## config.mk

```make
export PLATFORM = sky130hd
export DESIGN_NAME = cipher_hash_engine_flat
export DESIGN_NICKNAME = d
export VERILOG_FILES = /design/src/rtl/cipher_hash_engine_pkg.sv /design/src/rtl/cipher_hash_engine_if.sv /design/src/rtl/cipher_hash_comb.sv /design/src/rtl/cipher_hash_engine.sv /design/src/flat_wrapper.sv
export SDC_FILE = /design/constraint.sdc
export NUM_CORES = 1
export LEC_CHECK = 0
export CORE_MARGIN = 4
export CORE_UTILIZATION = 42
export CTS_CLUSTER_SIZE = 12
export DETAILED_ROUTE_END_ITERATION = 7
export GPL_TIMING_DRIVEN = 1
export PLACE_DENSITY_LB_ADDON = 0.15
export REMOVE_ABC_BUFFERS = 1
export SKIP_CTS_REPAIR_TIMING = 1
export SYNTH_ARGS = -nofsm -noshare
export SYNTH_HDL_FRONTEND = slang
export SYNTH_SLANG_ARGS = --single-unit
```

## constraint.sdc

```tcl
create_clock -name clk -period 2.55 [get_ports clk]
set_clock_uncertainty 0.2 [all_clocks]
set_input_delay 0.6375 -clock clk [delete_from_list [all_inputs] [get_ports clk]]
set_output_delay 0.6375 -clock clk [all_outputs]
set_load 0.01 [all_outputs]
```

## src/rtl/cipher_hash_engine_pkg.sv

```systemverilog
// Shared constants, result bundle and transform functions
// for the keyed cipher/hash verification engine.
package cipher_pkg;

    localparam logic [7:0] KEY_DEF  = 8'hA5;
    localparam logic [7:0] ADD_DEF  = 8'h3C;
    localparam logic [2:0] ROT_DEF  = 3'd3;
    localparam logic [7:0] HKEY_DEF = 8'h5A;

    typedef struct packed {
        logic [7:0] dec;
        logic [7:0] reenc;
        logic [7:0] enc;
        logic [7:0] hash;
        logic       valid_flag;
        logic       enc_match;
        logic       hash_match;
    } res_t;

    function automatic logic [7:0] f_rotl(
        input logic [7:0] v,
        input logic [2:0] r
    );
        logic [15:0] t;
        t = {v, v} << r;
        return t[15:8];
    endfunction

    function automatic logic [7:0] f_rotr(
        input logic [7:0] v,
        input logic [2:0] r
    );
        logic [15:0] t;
        t = {v, v} >> r;
        return t[7:0];
    endfunction

    function automatic logic [7:0] f_encrypt(
        input logic [7:0] p,
        input logic [7:0] key,
        input logic [7:0] add,
        input logic [2:0] rot
    );
        return f_rotl(p ^ key, rot) + add;
    endfunction

    function automatic logic [7:0] f_decrypt(
        input logic [7:0] c,
        input logic [7:0] key,
        input logic [7:0] add,
        input logic [2:0] rot
    );
        return f_rotr(c - add, rot) ^ key;
    endfunction

    function automatic logic [7:0] f_hash(
        input logic [7:0] c,
        input logic [7:0] hkey
    );
        return (f_rotl(c, 3'd1) ^ hkey) + {c[3:0], c[7:4]};
    endfunction

endpackage

```

## src/rtl/cipher_hash_engine_if.sv

```systemverilog
// Sample/result bundle between the capture logic (master)
// and the verification engine (slave).
interface cipher_hash_engine_if;

    logic       in_valid;
    logic [7:0] plain;
    logic [7:0] enc_in;
    logic [7:0] ref_hash;
    logic       out_valid;
    logic [7:0] dec_out;
    logic [7:0] reenc_out;
    logic [7:0] enc_out;
    logic [7:0] hash_out;
    logic       valid_flag;
    logic       enc_match;
    logic       hash_match;

    modport master (
        output in_valid, plain, enc_in, ref_hash,
        input  out_valid, dec_out, reenc_out, enc_out,
        input  hash_out, valid_flag, enc_match, hash_match
    );

    modport slave (
        input  in_valid, plain, enc_in, ref_hash,
        output out_valid, dec_out, reenc_out, enc_out,
        output hash_out, valid_flag, enc_match, hash_match
    );

endinterface

```

## src/rtl/cipher_hash_comb.sv

```systemverilog
// Combinational transforms and compares for one sample:
// decrypt, re-encrypt, encrypt plain, keyed hash, flags.
module cipher_hash_comb
    import cipher_pkg::*;
#(
    parameter logic [7:0] KEY  = KEY_DEF,
    parameter logic [7:0] ADD  = ADD_DEF,
    parameter logic [2:0] ROT  = ROT_DEF,
    parameter logic [7:0] HKEY = HKEY_DEF
) (
    input  logic [7:0] plain,
    input  logic [7:0] enc_in,
    input  logic [7:0] ref_hash,
    output res_t       res
);

    // Build the full result bundle from the current inputs
    always_comb begin
        res            = '0;
        res.dec        = f_decrypt(enc_in, KEY, ADD, ROT);
        res.reenc      = f_encrypt(res.dec, KEY, ADD, ROT);
        res.enc        = f_encrypt(plain, KEY, ADD, ROT);
        res.hash       = f_hash(enc_in, HKEY);
        res.valid_flag = (res.dec == plain);
        res.enc_match  = (res.reenc == enc_in);
        res.hash_match = (res.hash == ref_hash);
    end

endmodule

```

## src/rtl/cipher_hash_engine.sv

```systemverilog
// Registered cipher/hash verification engine: one-cycle
// latency, results held while no new sample arrives.
module cipher_hash_engine
    import cipher_pkg::*;
#(
    parameter logic [7:0] KEY  = KEY_DEF,
    parameter logic [7:0] ADD  = ADD_DEF,
    parameter logic [2:0] ROT  = ROT_DEF,
    parameter logic [7:0] HKEY = HKEY_DEF
) (
    input logic                  clk,
    input logic                  rst_n,
    cipher_hash_engine_if.slave  bus
);

    res_t res;
    res_t res_q;
    logic valid_q;

    cipher_hash_comb #(
        .KEY  (KEY),
        .ADD  (ADD),
        .ROT  (ROT),
        .HKEY (HKEY)
    ) u_comb (
        .plain    (bus.plain),
        .enc_in   (bus.enc_in),
        .ref_hash (bus.ref_hash),
        .res      (res)
    );

    // Capture results on a valid sample; reset wins over in_valid
    always_ff @(posedge clk) begin
        if (!rst_n) begin
            valid_q <= 1'b0;
            res_q   <= '0;
        end else begin
            valid_q <= bus.in_valid;
            if (bus.in_valid) begin
                res_q <= res;
            end
        end
    end

    assign bus.out_valid  = valid_q;
    assign bus.dec_out    = res_q.dec;
    assign bus.reenc_out  = res_q.reenc;
    assign bus.enc_out    = res_q.enc;
    assign bus.hash_out   = res_q.hash;
    assign bus.valid_flag = res_q.valid_flag;
    assign bus.enc_match  = res_q.enc_match;
    assign bus.hash_match = res_q.hash_match;

endmodule

```

## src/flat_wrapper.sv

```systemverilog
// flat-port wrapper written by rule: the top's interface ports become plain ports
module cipher_hash_engine_flat import cipher_pkg::*;
#(
    parameter logic [7:0] KEY  = KEY_DEF,
    parameter logic [7:0] ADD  = ADD_DEF,
    parameter logic [2:0] ROT  = ROT_DEF,
    parameter logic [7:0] HKEY = HKEY_DEF
)
  (clk, rst_n, bus_in_valid, bus_plain, bus_enc_in, bus_ref_hash, bus_out_valid, bus_dec_out, bus_reenc_out, bus_enc_out, bus_hash_out, bus_valid_flag, bus_enc_match, bus_hash_match);
  cipher_hash_engine_if bus_i ();
  input logic clk;
  input logic rst_n;
  input wire logic [$bits(bus_i.in_valid)-1:0] bus_in_valid;
  input wire logic [$bits(bus_i.plain)-1:0] bus_plain;
  input wire logic [$bits(bus_i.enc_in)-1:0] bus_enc_in;
  input wire logic [$bits(bus_i.ref_hash)-1:0] bus_ref_hash;
  output wire logic [$bits(bus_i.out_valid)-1:0] bus_out_valid;
  output wire logic [$bits(bus_i.dec_out)-1:0] bus_dec_out;
  output wire logic [$bits(bus_i.reenc_out)-1:0] bus_reenc_out;
  output wire logic [$bits(bus_i.enc_out)-1:0] bus_enc_out;
  output wire logic [$bits(bus_i.hash_out)-1:0] bus_hash_out;
  output wire logic [$bits(bus_i.valid_flag)-1:0] bus_valid_flag;
  output wire logic [$bits(bus_i.enc_match)-1:0] bus_enc_match;
  output wire logic [$bits(bus_i.hash_match)-1:0] bus_hash_match;
  assign bus_i.in_valid = bus_in_valid;
  assign bus_i.plain = bus_plain;
  assign bus_i.enc_in = bus_enc_in;
  assign bus_i.ref_hash = bus_ref_hash;
  assign bus_out_valid = bus_i.out_valid;
  assign bus_dec_out = bus_i.dec_out;
  assign bus_reenc_out = bus_i.reenc_out;
  assign bus_enc_out = bus_i.enc_out;
  assign bus_hash_out = bus_i.hash_out;
  assign bus_valid_flag = bus_i.valid_flag;
  assign bus_enc_match = bus_i.enc_match;
  assign bus_hash_match = bus_i.hash_match;
  cipher_hash_engine #(.KEY(KEY), .ADD(ADD), .ROT(ROT), .HKEY(HKEY)) u_core (.clk(clk), .rst_n(rst_n), .bus(bus_i));
endmodule
```

======== Yosys cells after proc, flatten, opt, wreduce, memory -nomap -nowiden ========
Index checks and enable logic that the tools add are counted.
cells by class
  add/sub/neg operators ................... 4
  equality and inequality tests ........... 3
  bitwise gates (word level) .............. 4
operator list
  kind                                               number
  == test 8 bit                                      3
  adder 8 x 6 -> 8 bit (second input constant)       2
  inverter 4 bit                                     4
  adder 8 bit                                        1
  subtractor 8 x 6 -> 8 bit (second input constant)  1
word-level totals
  register bits ........................... 36
  bits of input ports ..................... 27
  output and inout bits ................... 36
  word-level logic and storage cells ...... 19

======== Longest topological paths before layout ========
Gate-level depths: netlist of the first run.
  depth after elaboration ................. 5
  mapped depth ............................ 10
  depth with buffers taken out ............ 9

======== By module ========
From an unflattened synthesis of the first run, not the netlist that was laid out.
second synthesis, totals
  cell total of the unflattened synthesis .. 250
  area, all modules ....................... 2366.0 µm²
by module, submodules not included
  module              times used  cells an instance  area each (µm²)  seq. area each (µm²)
  cipher_hash_engine  1           114                1378.8           720.7
  cipher_hash_comb    1           136                987.2            0.0

======== Worst setup path after synthesis of the first run ========
OpenSTA, ideal clock, no wires.
  kind .................................... input to register
  start ................................... in bus_enc_in[3]
  end ..................................... reg u_core.res_q (netlist bit u_core.bus.hash_match)
  setup time .............................. 0.069 ns
  data arrival time ....................... 2.437 ns
  data required time ...................... 2.281 ns
  setup slack ............................. -0.155 ns
  stages on the path ...................... 10
  path buffers ............................ 2
  cell sequence ........................... clkbuf_1 > inv_1 > ha_1 > clkbuf_1 > a21oi_1 > nor2b_1 > or4_4 > nor4_2 > nand4_1 > o21ai_1
between the ends
  longest elaborated chain between the ends .. 3
ends and longest elaborated chain
  element                          line                          RTL
  from (decl)                      flat_wrapper.sv:15            input wire logic [$bits(bus_i.enc_in)-1:0] bus_enc_in;
  inverter 4 bit (no source line)  n/a
  adder 8 bit (*)                  cipher_hash_engine_pkg.sv:60  return (f_rotl(c, 3'd1) ^ hkey) + {c[3:0], c[7:4]};
  == test 8 bit (*)                cipher_hash_comb.sv:26        res.hash_match = (res.hash == ref_hash);
  to (signal assigned)             cipher_hash_engine.sv:40      res_q <= res;
  to (decl)                        cipher_hash_engine.sv:17      res_t res_q;
Every way passes the cells marked *; elsewhere a longest branch is shown, timed or not.
A chain may end at the register's enable or synchronous reset.

======== Worst setup path after layout of the first run ========
  start ................................... in bus_enc_in[6]
  end ..................................... reg u_core.res_q (netlist bit u_core.bus.hash_out[6])
between the ends
  longest elaborated chain between the ends .. 1
ends and longest elaborated chain
  element      line
  adder 8 bit  cipher_hash_engine_pkg.sv:60
Every way passes these cells.

==> impl_metrics.json, run 1 <==
{
  "status": "completed",
  "synth_common_cells": "dfxtp_1, nor2_1, xnor2_1",
  "tightestPinTransition_ns": 0.388,
  "cts_tree": "built",
  "critPathTopFamily": "compound AO/OA/AOI/OAI gates",
  "setup_viol": 0,
  "synth.most_common_cell": "dfxtp_1",
  "place_area_um2": 2920,
  "yosysSeqAreaShare": 0.347,
  "pwr-share-seq": 0.361,
  "combPwrFrac": 0.345,
  "root_buffer": "clkbuf_8",
  "cp_slowest_cell": "clkdlybuf4s50_1",
  "maxSlewViolCount": 0,
  "grt_use_total": 0.187,
  "htreeDepth": 2,
  "r2r_start": "u_core.bus.dec_out[4]",
  "synth_cell_types": 42,
  "post-dp-hpwl_mm": 4.20,
  "async_reset_ff_frac": 0,
  "via_per_inst": 5.08,
  "cp.arrival_ns": 2.46,
  "ys.flop_type": "dfxtp_1",
  "synth_edf_count": 0,
  "routed_wl_mm": 5.33,
  "stdcell_area_um2": 3200,
  "antenna_found_initial": 0,
  "hold_viol": 0,
  "ant_nets": 0,
  "rows": 24,
  "fmax_mhz": 408,
  "hold_path_class": "reg -> reg",
  "die_w_um": 76.3,
  "post-place-cells": 366,
  "drv_cap": 0,
  "detail_route.wl_per_cell_um": 14.1,
  "vdd_drop_max_mv": 0.378,
  "clkPwrFrac": 0.294,
  "crit_path_end_kind": "flop",
  "required_ns": 2.56,
  "synth.area.top_cells": "dfxtp_1, xnor2_1, mux2i_1",
  "critPathKind": "in -> reg",
  "fin_cells": 377,
  "core_area_um2": 4440,
  "switching_share": 0.278,
  "p_per_area_nw_per_um2": 513,
  "drc_errors": 0,
  "clock_sinks": 34,
  "numPortBuffers": 62,
  "grt_pass1_wl_mm": 8.99,
  "grt_pass1_vias": 1961,
  "syn_area_um2": 1960,
  "power_leakage_nw": 1.38,
  "r2r_cells": 2,
  "dr.pass1.iters": 4,
  "rrSetupSlack_ns": 1.60,
  "grt_max_degree": 28,
  "die_area_um2": 5830,
  "path_cells": "clkdlybuf4s50_1 > ha_4 > nor2b_2 > o311a_4 > o21a_1 > o21ai_0 > nand3b_1 > a21oi_1",
  "synth_area_per_cell_um2": 8.84,
  "worstHoldStart": "u_core.bus.hash_match",
  "drive_gt1_frac": 0.246,
  "p_sw_mw": 0.455,
  "num_io_pins": 63,
  "critPathLaunchType": "primary input",
  "syn_inst": 222,
  "grt-ovfl-total": 0,
  "max_stage_delay_ns": 0.52,
  "crit_path_max_fanout": 4,
  "vias": 1916,
  "clk_path_buf_depth": 2,
  "fin_crit_sh": 0.961,
  "maxSlewHeadroom": 0.739,
  "clkTransAtPathRegs_ns": 0.06,
  "yosys.area.top_type": "dfxtp_1",
  "ys_seq_elements": 34,
  "syn_to_final_growth_pct": 62.9,
  "gp_congestion": 0.866,
  "hold_path_depth": 2,
  "diodes": 0,
  "initial_utilization": 0.441,
  "r2r_end": "u_core.bus.dec_out[4]",
  "insertion_delay_ns": 0.28,
  "die_h_um": 76.3,
  "synth_top_cell_area_share": 0.347,
  "whs_endpoint": "u_core.bus.hash_match",
  "fin_crit_ns": 2.45,
  "initialDrtViolationCount": 94,
  "finalSetupTns_ns": 0,
  "finalNetCount": 361,
  "cts_buffers": 5,
  "crit_buf_inv": 1,
  "yosysWarnings": 0,
  "internal-power_mw": 1.19
}
## stage by stage
| stage | power (mW) | hold slack, ns | setup slack [ns] | utilization |
|---|---|---|---|---|
| finish | 1.64 | 0.262 | 0.100 | 0.719 |
| global route | 1.73 | 0.302 | -0.0198 | 0.719 |
| CTS | 1.62 | 0.263 | -0.285 | 0.681 |
| detailed placement | 1.13 | 0.253 | -0.542 | 0.657 |
| global placement | 1.13 | 0.244 | -0.518 | 0.657 |
| floorplan | 0.842 | 0.270 | -0.0441 | - |
## layout make-up
class | instances | area, um^2
tap | 52 | 65.1
timing repair buffer | 111 | 1000
multi-input combinational | 164 | 1310
clock buffer | 7 | 76.3
sequential | 34 | 681
fill | 353 | 1250
inverter | 8 | 30.0
clock inverter | 1 | 30.0
## per-layer routing
layer	track usage	up-vias	part of all wire
met2	0.310	45	0.47
met1	0.246	890	0.48
met4	0.0326	0	0.0060
met3	0.0485	5	0.042
li1	-	976	-
met5	0	-	0
## how the worst max path moves through the flow
stage               slack (ns)          start                endpoint  depth (start not counted)
floorplan                -0.04  bus_enc_in[5]   u_core.bus.hash_match                          8
CTS                      -0.29  bus_enc_in[2]   u_core.bus.hash_match                         10
detailed placement       -0.54  bus_enc_in[5]   u_core.bus.hash_match                          9
finish                    0.10  bus_enc_in[6]  u_core.bus.hash_out[6]                          8
global route             -0.02  bus_enc_in[4]   u_core.bus.hash_match                         10
global placement         -0.52  bus_enc_in[5]   u_core.bus.hash_match                          9
## kinds of logic after synthesis
kind of cell | synth area share
compound gates | 0.135
xor+xnor | 0.152
flops | 0.347
buf+inv | 0.0504
mux | 0.0918
simple gates | 0.157
fa+ha+maj | 0.0676
## sequential cells by signal, summed over array words and instances, names as in the netlist
name                   cells
u_core.bus.hash_out        8
u_core.bus.reenc_out       8
u_core.bus.valid_flag      1
u_core.bus.out_valid       1
u_core.bus.dec_out         6
u_core.bus.hash_match      1
u_core.bus.enc_match       1
u_core.bus.enc_out         8
## power by group through the flow
stage               Clock [mW]  Combinational (mW)  Sequential (mW)
floorplan                    0               0.219            0.624
CTS                      0.497               0.530            0.592
global route             0.523               0.614            0.597
global placement             0               0.523            0.603
finish                   0.483               0.566            0.592
detailed placement           0               0.525            0.604
## tightest hold or removal path: stages, from the launching register on
cell and delay [ns]:
dfxtp_1 0.31, nand2_1 0.06, o21ai_1 0.05
## cells in the final DEF, fill, tap and decap left out, types with 5 or more instances in the layout
cell / instances
dfxtp_1: 34
a211oi_1: 9
nand2_1: 8
nor2_1: 29
clkbuf_8: 5
xnor2_1: 20
clkdlybuf4s50_1: 54
mux2i_1: 18
dlymetal6s2s_1: 7
buf_4: 49
inv_1: 5
xor2_1: 11
a21oi_1: 8
Power figures use the tool's default switching activity.
==> inputs of run 2 (changes only) <==
- CAP_MARGIN: not set -> 5
==> results of run 2 <==
Same layout as run 1: the final DEF is identical, and so are final timing and power.
==> inputs of run 3 (changes only) <==
- SKIP_CTS_REPAIR_TIMING: 1 -> not set
==> impl_metrics.json, run 3 (same netlist as run 1, synthesis figures left out) <==
{
  "via_per_inst": 5.07,
  "fill_cells": 371,
  "cp.arrival_ns": 2.44,
  "cts_buffers": 5,
  "r2r_end": "u_core.bus.dec_out[4]",
  "clkPwrFrac": 0.295,
  "r2r_start": "u_core.bus.dec_out[4]",
  "routed_wl_mm": 5.30,
  "power_leakage_nw": 1.33,
  "cp.depth": 10,
  "initialDrtViolationCount": 87,
  "crit_start": "bus_enc_in[7]",
  "numPortBuffers": 62,
  "htreeDepth": 2,
  "maxSlewViolCount": 0,
  "place_ws_ns": -0.542,
  "rows": 24,
  "status": "completed",
  "crit_path_max_fanout": 3,
  "critPathTopFamily": "compound AO/OA/AOI/OAI gates",
  "p_per_area_nw_per_um2": 521,
  "grt_pass1_wl_mm": 9.12,
  "die_h_um": 76.3,
  "post-dp-hpwl_mm": 4.20,
  "initial_utilization": 0.441,
  "maxSlewHeadroom": 0.740,
  "fin_crit_sh": 0.952,
  "grt_use_total": 0.189,
  "hold_path_depth": 2,
  "num_io_pins": 63,
  "dr.pass1.iters": 4,
  "die_w_um": 76.3,
  "syn_to_final_growth_pct": 60.5,
  "root_buffer": "clkbuf_8",
  "internal-power_mw": 1.19,
  "cts_tree": "built",
  "antenna_found_initial": 0,
  "clock_sinks": 34,
  "pwr-share-seq": 0.361,
  "die_area_um2": 5830,
  "crit_buf_inv": 2,
  "detail_route.wl_per_cell_um": 14.1,
  "setup_viol": 0,
  "path_cells": "dlygate4sd2_1 > ha_2 > inv_1 > fa_2 > nor2b_2 > o311a_1 > o41ai_2 > a31oi_1 > nand4_1 > o21ai_1",
  "drc_errors": 0,
  "ant_nets": 0,
  "finalNetCount": 360,
  "vdd_drop_max_mv": 0.381,
  "critPathKind": "in -> reg",
  "diodes": 0,
  "holdBufCountCts": 0,
  "hold_viol": 0,
  "fin_crit_ns": 2.43,
  "grt_max_degree": 28,
  "crit_end": "u_core.bus.hash_match",
  "tightestPinTransition_ns": 0.387,
  "combPwrFrac": 0.344,
  "core_area_um2": 4440,
  "critPathLaunchType": "primary input",
  "drive_gt1_frac": 0.247,
  "mostFrequentLayoutCells": "clkdlybuf4s50_1, buf_4, dfxtp_1",
  "fmax_mhz": 412,
  "switching_share": 0.277,
  "clk_path_buf_depth": 2,
  "required_ns": 2.56,
  "fin_ws_ns": 0.123,
  "grt-ovfl-total": 0,
  "insertion_delay_ns": 0.28,
  "p_sw_mw": 0.454,
  "gp_congestion": 0.866,
  "hold_path_class": "reg -> reg",
  "max_stage_delay_ns": 0.39,
  "vias": 1908,
  "grt_pass1_vias": 1986,
  "total_power_mw": 1.64,
  "clkTransAtPathRegs_ns": 0.06,
  "cp_slowest_cell": "fa_2",
  "rrSetupSlack_ns": 1.60,
  "r2r_cells": 2,
  "crit_path_end_kind": "flop",
  "drv_cap": 0,
  "final_common_cell": "clkdlybuf4s50_1"
}
[run 3: cell types whose count changed in the layout (fill, tap and decap cells not counted), sizes merged]
cell,change
dlygate4sd2,+3
clkdlybuf4s50,-1
buf,-1
dlymetal6s2s,-5
clkbuf,+3
[run 3: how the worst min path moves through the flow]
stage,start,to,slack [ns]
floorplan,u_core.bus.hash_match,u_core.bus.hash_match,0.27
global placement,u_core.bus.hash_match,u_core.bus.hash_match,0.24
detailed placement,u_core.bus.hash_match,u_core.bus.hash_match,0.25
CTS,u_core.bus.hash_match,u_core.bus.hash_match,0.26
global route,u_core.bus.hash_out[6],u_core.bus.hash_out[6],0.30
finish,u_core.bus.hash_match,u_core.bus.hash_match,0.26
[run 3: layout make-up]
cell class / instances / area [um^2] / share of cell area
clock buffer: 7 / 76.3 / 0.0242
clock inverter: 1 / 30.0 / 0.00954
inverter: 8 / 30.0 / 0.00954
multi-input combinational: 164 / 1300 / 0.413
sequential: 34 / 681 / 0.216
tap: 52 / 65.1 / 0.0207
timing repair buffer: 110 / 966 / 0.307
[run 3: per-layer routing]
layer  up-vias  GRT usage  routed length, um
li1        974          -                  -
met2        48      0.319               2460
met3         5     0.0449                272
met5         -          0                  0
met1       881      0.246               2530
met4         0     0.0380                 32
[run 3: worst reg2reg max path: cells and delay by family, from the launching register on]
| family | cells | cell delay [ns] |
|---|---|---|
| AOI/OAI and AO/OA | 1 | 0.26 |
| DFF | 1 | 0.35 |
| and+or+nand+nor | 1 | 0.05 |
[run 3: timing repair]
action | in CTS | in global routing
pin swaps | 8 | 6
gates resized for setup | 19 | 17
cloned | 0 | 0
buffers inserted | 2 | 0
endpoints found under the setup margin | 10 | 7
[run 3: metrics by stage]
step | TNS, ns | util | instances | hold WS, ns | instance area [um^2]
2_1_floorplan | -0.0441 | - | 206 | 0.270 | 1890
3_3_place_gp | -4.40 | 0.657 | 366 | 0.244 | 2920
3_5_place_dp | -4.61 | 0.657 | 366 | 0.253 | 2920
4_1_cts | 0 | 0.699 | 376 | 0.263 | 3110
5_1_grt | -0.0153 | 0.708 | 376 | 0.302 | 3150
6_report | 0 | 0.708 | 376 | 0.262 | 3150
[run 3: power by group through the flow]
stage	registers (mW)	clock network (mW)	logic, mW
4_1_cts	0.592	0.497	0.555
2_1_floorplan	0.624	0	0.219
3_5_place_dp	0.604	0	0.525
6_report	0.592	0.484	0.564
3_3_place_gp	0.603	0	0.523
5_1_grt	0.597	0.526	0.613
